**config.mk**
```make
export PLATFORM = sky130hd
export DESIGN_NAME = fifo_ex
export DESIGN_NICKNAME = d
export VERILOG_FILES = /design/src/rtl/fifo_ex_pkg.sv /design/src/rtl/fifo_ex_ptr.sv /design/src/rtl/fifo_ex.sv
export SDC_FILE = /design/constraint.sdc
export NUM_CORES = 1
export LEC_CHECK = 0
export BUFFER_PORTS_ARGS = -buffer_cell sky130_fd_sc_hd__clkbuf_2
export CAP_MARGIN = 20
export CORE_UTILIZATION = 56
export DETAILED_ROUTE_END_ITERATION = 8
export PLACE_DENSITY = 0.89
export SYNTH_ARGS = -nofsm -noshare
export SYNTH_HDL_FRONTEND = slang
export SYNTH_SLANG_ARGS = --single-unit
```
**constraint.sdc**
```tcl
create_clock -name clk -period 2.7 [get_ports clk]
set_input_delay 0.675 -clock clk [delete_from_list [all_inputs] [get_ports clk]]
set_output_delay 0.675 -clock clk [all_outputs]
set_load 0.1 [all_outputs]
```
**src/rtl/fifo_ex_pkg.sv**
```systemverilog
// fifo_ex_pkg: width helpers and parameter legality check shared by the fifo_ex files
package fifo_ex_pkg;

    // Pointer width; a depth of 2 still needs one bit.
    function automatic int ptr_w(input int depth);
        return ($clog2(depth) < 1) ? 1 : $clog2(depth);
    endfunction

    // Level width: must be able to hold the value depth itself.
    function automatic int lvl_w(input int depth);
        return $clog2(depth + 1);
    endfunction

    // Legal configurations: at least two entries and ordered watermarks within the depth.
    function automatic bit params_ok(input int depth, input int ae, input int af);
        return (depth >= 2) && (ae < af) && (af <= depth);
    endfunction

endpackage

```
**src/rtl/fifo_ex_ptr.sv**
```systemverilog
// fifo_ex_ptr: wrapping pointer counter for any depth, with clear and clear-to-one
module fifo_ex_ptr
    import fifo_ex_pkg::*;
#(
    parameter int DEPTH = 4
) (
    input  logic                      clk,
    input  logic                      rst,
    input  logic                      clr,
    input  logic                      load1,
    input  logic                      inc,
    output logic [ptr_w(DEPTH)-1:0]   ptr
);
    localparam int PW = ptr_w(DEPTH);

    logic [PW-1:0] ptr_q, ptr_d;

    // Next pointer: clear (optionally to 1 for a flush that also writes), else advance and wrap at DEPTH-1.
    always_comb
        ptr_d = clr ? (load1 ? PW'(1) : '0)
              : !inc ? ptr_q
              : (ptr_q == PW'(DEPTH - 1)) ? '0 : ptr_q + PW'(1);

    // Pointer register.
    always_ff @(posedge clk)
        ptr_q <= rst ? '0 : ptr_d;

    assign ptr = ptr_q;
endmodule

```
**src/rtl/fifo_ex.sv**
```systemverilog
// fifo_ex: synchronous FIFO with arbitrary depth, level/watermark flags and FWFT option; sticky errors with FIFO_EX_ERR_EN
module fifo_ex
    import fifo_ex_pkg::*;
#(
    parameter int DATA_WIDTH = 8,
    parameter int FIFO_DEPTH = 4,
    parameter int FWFT       = 0,
    parameter int AF_LEVEL   = FIFO_DEPTH - 1,
    parameter int AE_LEVEL   = 1
) (
    input  logic                          clk,
    input  logic                          rst,
    input  logic                          write,
    input  logic [DATA_WIDTH-1:0]         data_in,
    input  logic                          read,
    output logic [DATA_WIDTH-1:0]         data_out,
    input  logic                          flush,
    output logic                          empty,
    output logic                          full,
    output logic                          almost_empty,
    output logic                          almost_full,
    output logic [lvl_w(FIFO_DEPTH)-1:0]  level,
    output logic                          overflow,
    output logic                          underflow
);
    localparam int PW = ptr_w(FIFO_DEPTH);
    localparam int LW = lvl_w(FIFO_DEPTH);

    if (!params_ok(FIFO_DEPTH, AE_LEVEL, AF_LEVEL) || FWFT < 0 || FWFT > 1 || DATA_WIDTH < 1) begin : g_bad_params
        $error("fifo_ex: illegal parameter combination");
    end

    logic [DATA_WIDTH-1:0] mem_q [FIFO_DEPTH];
    logic [PW-1:0]         wptr, rptr, mem_idx;
    logic [LW-1:0]         level_q, level_d;
    logic                  rd_ok, wr_ok, bypass, wr_push, rd_pop, mem_we;

    // Flags come only from the registered level, never from this cycle's requests.
    assign empty        = (level_q == '0);
    assign full         = (level_q == LW'(FIFO_DEPTH));
    assign almost_empty = (level_q <= LW'(AE_LEVEL));
    assign almost_full  = (level_q >= LW'(AF_LEVEL));
    assign level        = level_q;

    // Acceptance: registered-read mode may serve a read on empty from the incoming word;
    // a write at full is accepted only when a read frees the slot in the same cycle.
    always_comb begin
        rd_ok   = read && (!empty || (FWFT == 0 && write));
        wr_ok   = write && (!full || rd_ok);
        bypass  = (FWFT == 0) && empty && read && write;
        wr_push = !flush && wr_ok && !bypass;
        rd_pop  = !flush && rd_ok && !bypass;
        mem_we  = !rst && (flush ? write : wr_push);
        mem_idx = flush ? '0 : wptr;
    end

    fifo_ex_ptr #(.DEPTH(FIFO_DEPTH)) u_wptr (
        .clk   (clk),
        .rst   (rst),
        .clr   (flush),
        .load1 (write),
        .inc   (wr_push),
        .ptr   (wptr)
    );

    fifo_ex_ptr #(.DEPTH(FIFO_DEPTH)) u_rptr (
        .clk   (clk),
        .rst   (rst),
        .clr   (flush),
        .load1 (1'b0),
        .inc   (rd_pop),
        .ptr   (rptr)
    );

    // Storage write; contents survive reset and flush.
    always_ff @(posedge clk)
        if (mem_we) mem_q[mem_idx] <= data_in;

    // Next level: flush restarts at 0 or 1, otherwise net of push and pop.
    always_comb
        level_d = flush ? LW'(write)
                : (wr_push && !rd_pop) ? level_q + LW'(1)
                : (rd_pop && !wr_push) ? level_q - LW'(1)
                : level_q;

    // Level register.
    always_ff @(posedge clk)
        level_q <= rst ? '0 : level_d;

    if (FWFT == 0) begin : g_reg_read
        logic [DATA_WIDTH-1:0] dout_q, dout_d;

        // Registered output loads the head, or the bypassed write word, only on an accepted read.
        always_comb
            dout_d = (flush || !rd_ok) ? dout_q : bypass ? data_in : mem_q[rptr];

        // Output register.
        always_ff @(posedge clk)
            dout_q <= rst ? '0 : dout_d;

        assign data_out = dout_q;
    end else begin : g_fwft_read
        assign data_out = empty ? '0 : mem_q[rptr];
    end

`ifdef FIFO_EX_ERR_EN
    logic ovf_q, ovf_d, unf_q, unf_d;

    // Sticky error capture of refused requests; flush clears and ignores the same-cycle read.
    always_comb begin
        ovf_d = flush ? 1'b0 : (ovf_q || (write && !wr_ok));
        unf_d = flush ? 1'b0 : (unf_q || (read && !rd_ok));
    end

    // Error flag registers.
    always_ff @(posedge clk) begin
        ovf_q <= rst ? 1'b0 : ovf_d;
        unf_q <= rst ? 1'b0 : unf_d;
    end

    assign overflow  = ovf_q;
    assign underflow = unf_q;
`else
    assign overflow  = 1'b0;
    assign underflow = 1'b0;
`endif
endmodule
```
# After elaboration in Yosys (flattened, before gate mapping)
# Memories as Yosys holds them, arrays and structs flattened. A register that Yosys moved wholly into a read port is not among the register bits.
# Cells that the tools add are included.
# W data, S select, Z words.
# totals
register_bits	15
latch_bits	0
mem_bits_rw	32
romBits	0
out_inout_bits	17
memories	1
# classes
add_sub_neg	4
multipliers	0
n_div	0
n_lt_le_gt_ge	2
eq_ne	3
shift	0
muxes	15
bitwise_logic	0
n_reduce_logical	27
# memory_table
memory	words	width	rd	rd_ports_with_merged_regs	write_ports	line	text
mem_q	4	8	1	1	1	fifo_ex.sv:33	logic [DATA_WIDTH-1:0] mem_q [FIFO_DEPTH];
# op_table
operator	n
$mux W2	7
$logic_and A1 B1 Y1	11
$logic_not A1 Y1	8
$mux W8	1
$mux W3	2
$mux W1	5
$add A2 B1 Y2 const B	2
$eq A2 B2 Y1 const B	2
$reduce_bool A2 Y1	2
$add A3 B1 Y3 const B	1
$eq A3 B3 Y1 const B	1
$ge A3 B2 Y1 const B	1
$le A3 B1 Y1 const B	1
$logic_not A3 Y1	1
$logic_or A1 B1 Y1	3
$reduce_bool A3 Y1	1
$sub A3 B1 Y3 const B	1
$reduce_or A2 Y1	1

# Logic depth before layout (Yosys ltp)
# depth
ltp_word	13
ltp_mapped	10
ltp_nobuf	10

# Modules after synthesis
# From an unflattened synthesis, not the netlist that was laid out.
# hier_totals
hier_cells	169
area_unflattened_um2	2232.1
# by_module_without_submodules
module	instances	cells_each	area_each_um2	seq_area_each_um2
fifo_ex	1	149	2016.9	1181.1
fifo_ex_ptr	2	10	107.6	40.0

# Worst setup path before layout
# Ideal clock, no wire load.
# synth_timing
kind	register to output
start	reg level_q[0], in the netlist level[0]
end	out almost_full
arrival_time_ns	3.395
slack_ns	-1.370
path_stages_with_launch	3
path_buffers	0
cell_sequence	dfxtp_1 -> inv_1 -> o21ai_0
# synth_between
elab_chain_cells	1
# synth_lines
element	line	text
from (decl)	fifo_ex.sv:35	logic [LW-1:0] level_q, level_d;
from (signal assigned)	fifo_ex.sv:88	level_q <= rst ? '0 : level_d;
$ge A3 B2 Y1	fifo_ex.sv:42	assign almost_full = (level_q >= LW'(AF_LEVEL));
to (decl)	fifo_ex.sv:21	output logic almost_full,
# No other way between the ends.

# Worst setup path in the final report
# layout_timing
start	reg level_q[1], in the netlist level[1]
end	out empty
# layout_between
elab_chain_cells	1
# layout_lines
element	line	text
$logic_not A3 Y1	fifo_ex.sv:39	assign empty = (level_q == '0);
to (decl)	fifo_ex.sv:18	output logic empty,
# No other way between the ends.

==> summary.txt <==
Vias per cell -> 5.46
Worst clock skew -> 0.00561 ns
Post-Syn Area -> 2240 sq um
Total core area -> 3740 sq um
WHS -> 0.498 ns
Worst-Margin Slew -> 0.551 ns
Worst Hold Class -> reg -> reg
Global-route wire length before repair -> 6.18 mm
Relative slew margins -> 63.2%
TNS Setup -> 0 ns
Layout net count -> 231
Critical path startpoint category -> register
Hold depth -> 2
Drt drc -> 0
Die X -> 65.2 microns
Most frequent cells in the layout -> edfxtp_1 (32), clkbuf_2 (27), nor2_1 (19), dfxtp_1 (15), nand2_1 (14)
Syn avg cell area -> 12.6 sq um
Reg2reg end -> level[0]$_SDFFE_PP0P_
Clk buf depth -> 2
Total GRT Usage -> 20.4%
Final setup fails -> 0
Initial antenna violation count -> 0
IO Pins -> 30
Routed wire length -> 3.84 mm
Skew-Pair Late Insertion Delay -> 0.30 ns
DP Worst Slack -> 0.500 ns
Die height -> 65.2 microns
CTS Root Cell -> clkbuf_8
Initial Utilization -> 59.8%
Min cycle time layout -> 2.55 ns
Dpl cells -> 250
Yosys warns -> 0
Total of max-cap violations -> 0
Cells after Synth -> 178
DP HPWL -> 2.80 mm
Peak VDD IR -> 367 uV
CTS tree -> built
Most common cell after layout, fill and taps aside -> edfxtp_1
Final Hold Fails -> 0
Vias in the first global route -> 1,327
Reg2Reg Setup Slack -> 0.78 ns
FF+latch count, synth -> 49
Fill cells -> 280
Vias -> 1,409
DR WL/cell -> 14.9 microns
Post-CTS Hold Buffers -> 0
Post-CTS setup buffer count -> 0
CP endpoint kind -> output pin
Register area share after synthesis -> 58.2%
Die area -> 4250 sq um
Row count -> 22
Congestion Overflow GR -> 0
Outcome -> completed
Pwr dens -> 670 nW/um^2
Worst reg2reg path depth -> 10
Ant. Diodes -> 0
Reg2reg start -> level[0]$_SDFFE_PP0P_
Worst-path maximum fanout -> 11
Setup Crit Path Kind -> reg -> out
RSZ-0062 raised after global routing -> no
Count of non-filler cells in the finished layout -> 258
Largest net degree at the start of global routing -> 16
CTS clk-pin slew, worst paths -> 0.09 ns
Clk sink count -> 49
Area grow syn2layout -> 13.5%
Starting DRT DRC Count -> 103
Tcrit/Tclk final -> 94.4%
Final worst slack -> 0.152 ns
Hold_sp -> u_rptr.ptr[1]$_SDFFE_PP0P_
Total CTS buffers -> 5
Share of layout cells above drive strength 1 -> 31.4%
Max Slew Vio Count -> 0
Port bufs -> 27
FMAX -> 393 MHz
Pre-Repair DR Iteration Count -> 4
H-tree Lvls -> 2
Final Wtd Congestion -> 0.764
Worst EP required -> 2.03 ns
Final ANT Viol Nets -> 0
Critical path arrival -> 1.87 ns
Leakage -> 0.000990 uW
Final Total Pwr -> 1700 uW
Post-CTS sizing -> 0
Unique cell type count in the Yosys netlist -> 33
[where the power goes]
part,internal [uW],leakage [uW],total [uW],switching [uW]
logic,80.3,0.000504,344,264
registers,823,0.000430,840,17.6
clock network,278,0.0000554,517,239
total,1180,0.000990,1700,520
[worst max-delay path, cell delays in order (launching register included)]
cell and delay [ns]:
dfxtp_2 0.34, inv_1 0.14, ha_1 0.31, nand2b_4 0.09
inv_2 0.18, clkbuf_2 0.50
[synth_stat cells (all sizes together)]
cell type  number  area share [%]
edfxtp         32              43
nor2           20             3.4
a21oi          17             5.1
dfxtp          17              15
nand2          14             2.3
o21ai          12             2.7
ha              9             5.0
a21o            8             2.7
mux4            8             8.1
buf             7             2.5
inv             7             1.2
nor3            4            0.89
clkbuf          3            0.50
or2             3            0.84
nand3           2            0.45
o21a            2            0.67
or3             2            0.56
xor2            2            0.78
a21boi          1            0.84
a31oi           1            0.95
and2            1            0.28
and2b           1            0.34
and3            1            0.28
conb            1            0.17
mux2i           1            0.45
nand2b          1            0.62
nor2b           1            0.28
[state kept, by name, indices dropped and copies added, names as in the netlist, named ones only]
| name | cells |
|---|---|
| u_rptr.ptr | 2 |
| data_out | 8 |
| mem_q | 32 |
| u_wptr.ptr | 2 |
| level | 3 |
[how the worst max path moves through the flow]
stage | to | slack, ns | from
after detailed placement | empty | 0.50 | level[1]$_SDFFE_PP0P_
final | empty | 0.15 | level[1]$_SDFFE_PP0P_
after CTS | empty | 0.15 | level[1]$_SDFFE_PP0P_
after global placement | empty | 0.53 | level[1]$_SDFFE_PP0P_
after floorplan | full | 0.04 | level[2]$_SDFFE_PP0P_
after global routing | empty | 0.05 | level[0]$_SDFFE_PP0P_
[through the flow]
step	instance area (sq um)	utilization, %
after floorplan	2250	-
after global placement	2430	64.9
after global routing	2540	67.8
final	2540	67.8
after detailed placement	2430	64.9
after CTS	2540	67.8
[logic make-up after synthesis]
| group | synth area share, % |
|---|---|
| AO/OA/AOI/OAI | 13.0 |
| XOR/XNOR | 0.783 |
| buffers and inverters | 4.14 |
| other | 0.168 |
| flip-flops | 58.2 |
| AND/OR/NAND/NOR | 10.2 |
| multiplexers | 8.50 |
| adder cells (fa/ha/maj) | 5.03 |
[cell type report]
class                      instances  area (sq um)  area share, %
multi-input combinational        113           858           33.8
clock inverter                     2          38.8           1.53
inverter                           7          26.3           1.03
tap                               48          60.1           2.36
clock buffer                       6          72.6           2.86
timing repair buffer              33           180           7.09
sequential                        49          1300           51.3
[per-layer routing]
metal	up-vias	track usage, %	wire (microns)	part of all wire, %
met5	-	0	0	0
met4	0	12.2	113	2.9
met3	13	3.99	186	4.8
met2	43	33.1	1930	50
met1	660	25.1	1610	42
li1	693	-	-	-
Note: power is estimated with default switching activity, not from simulation.
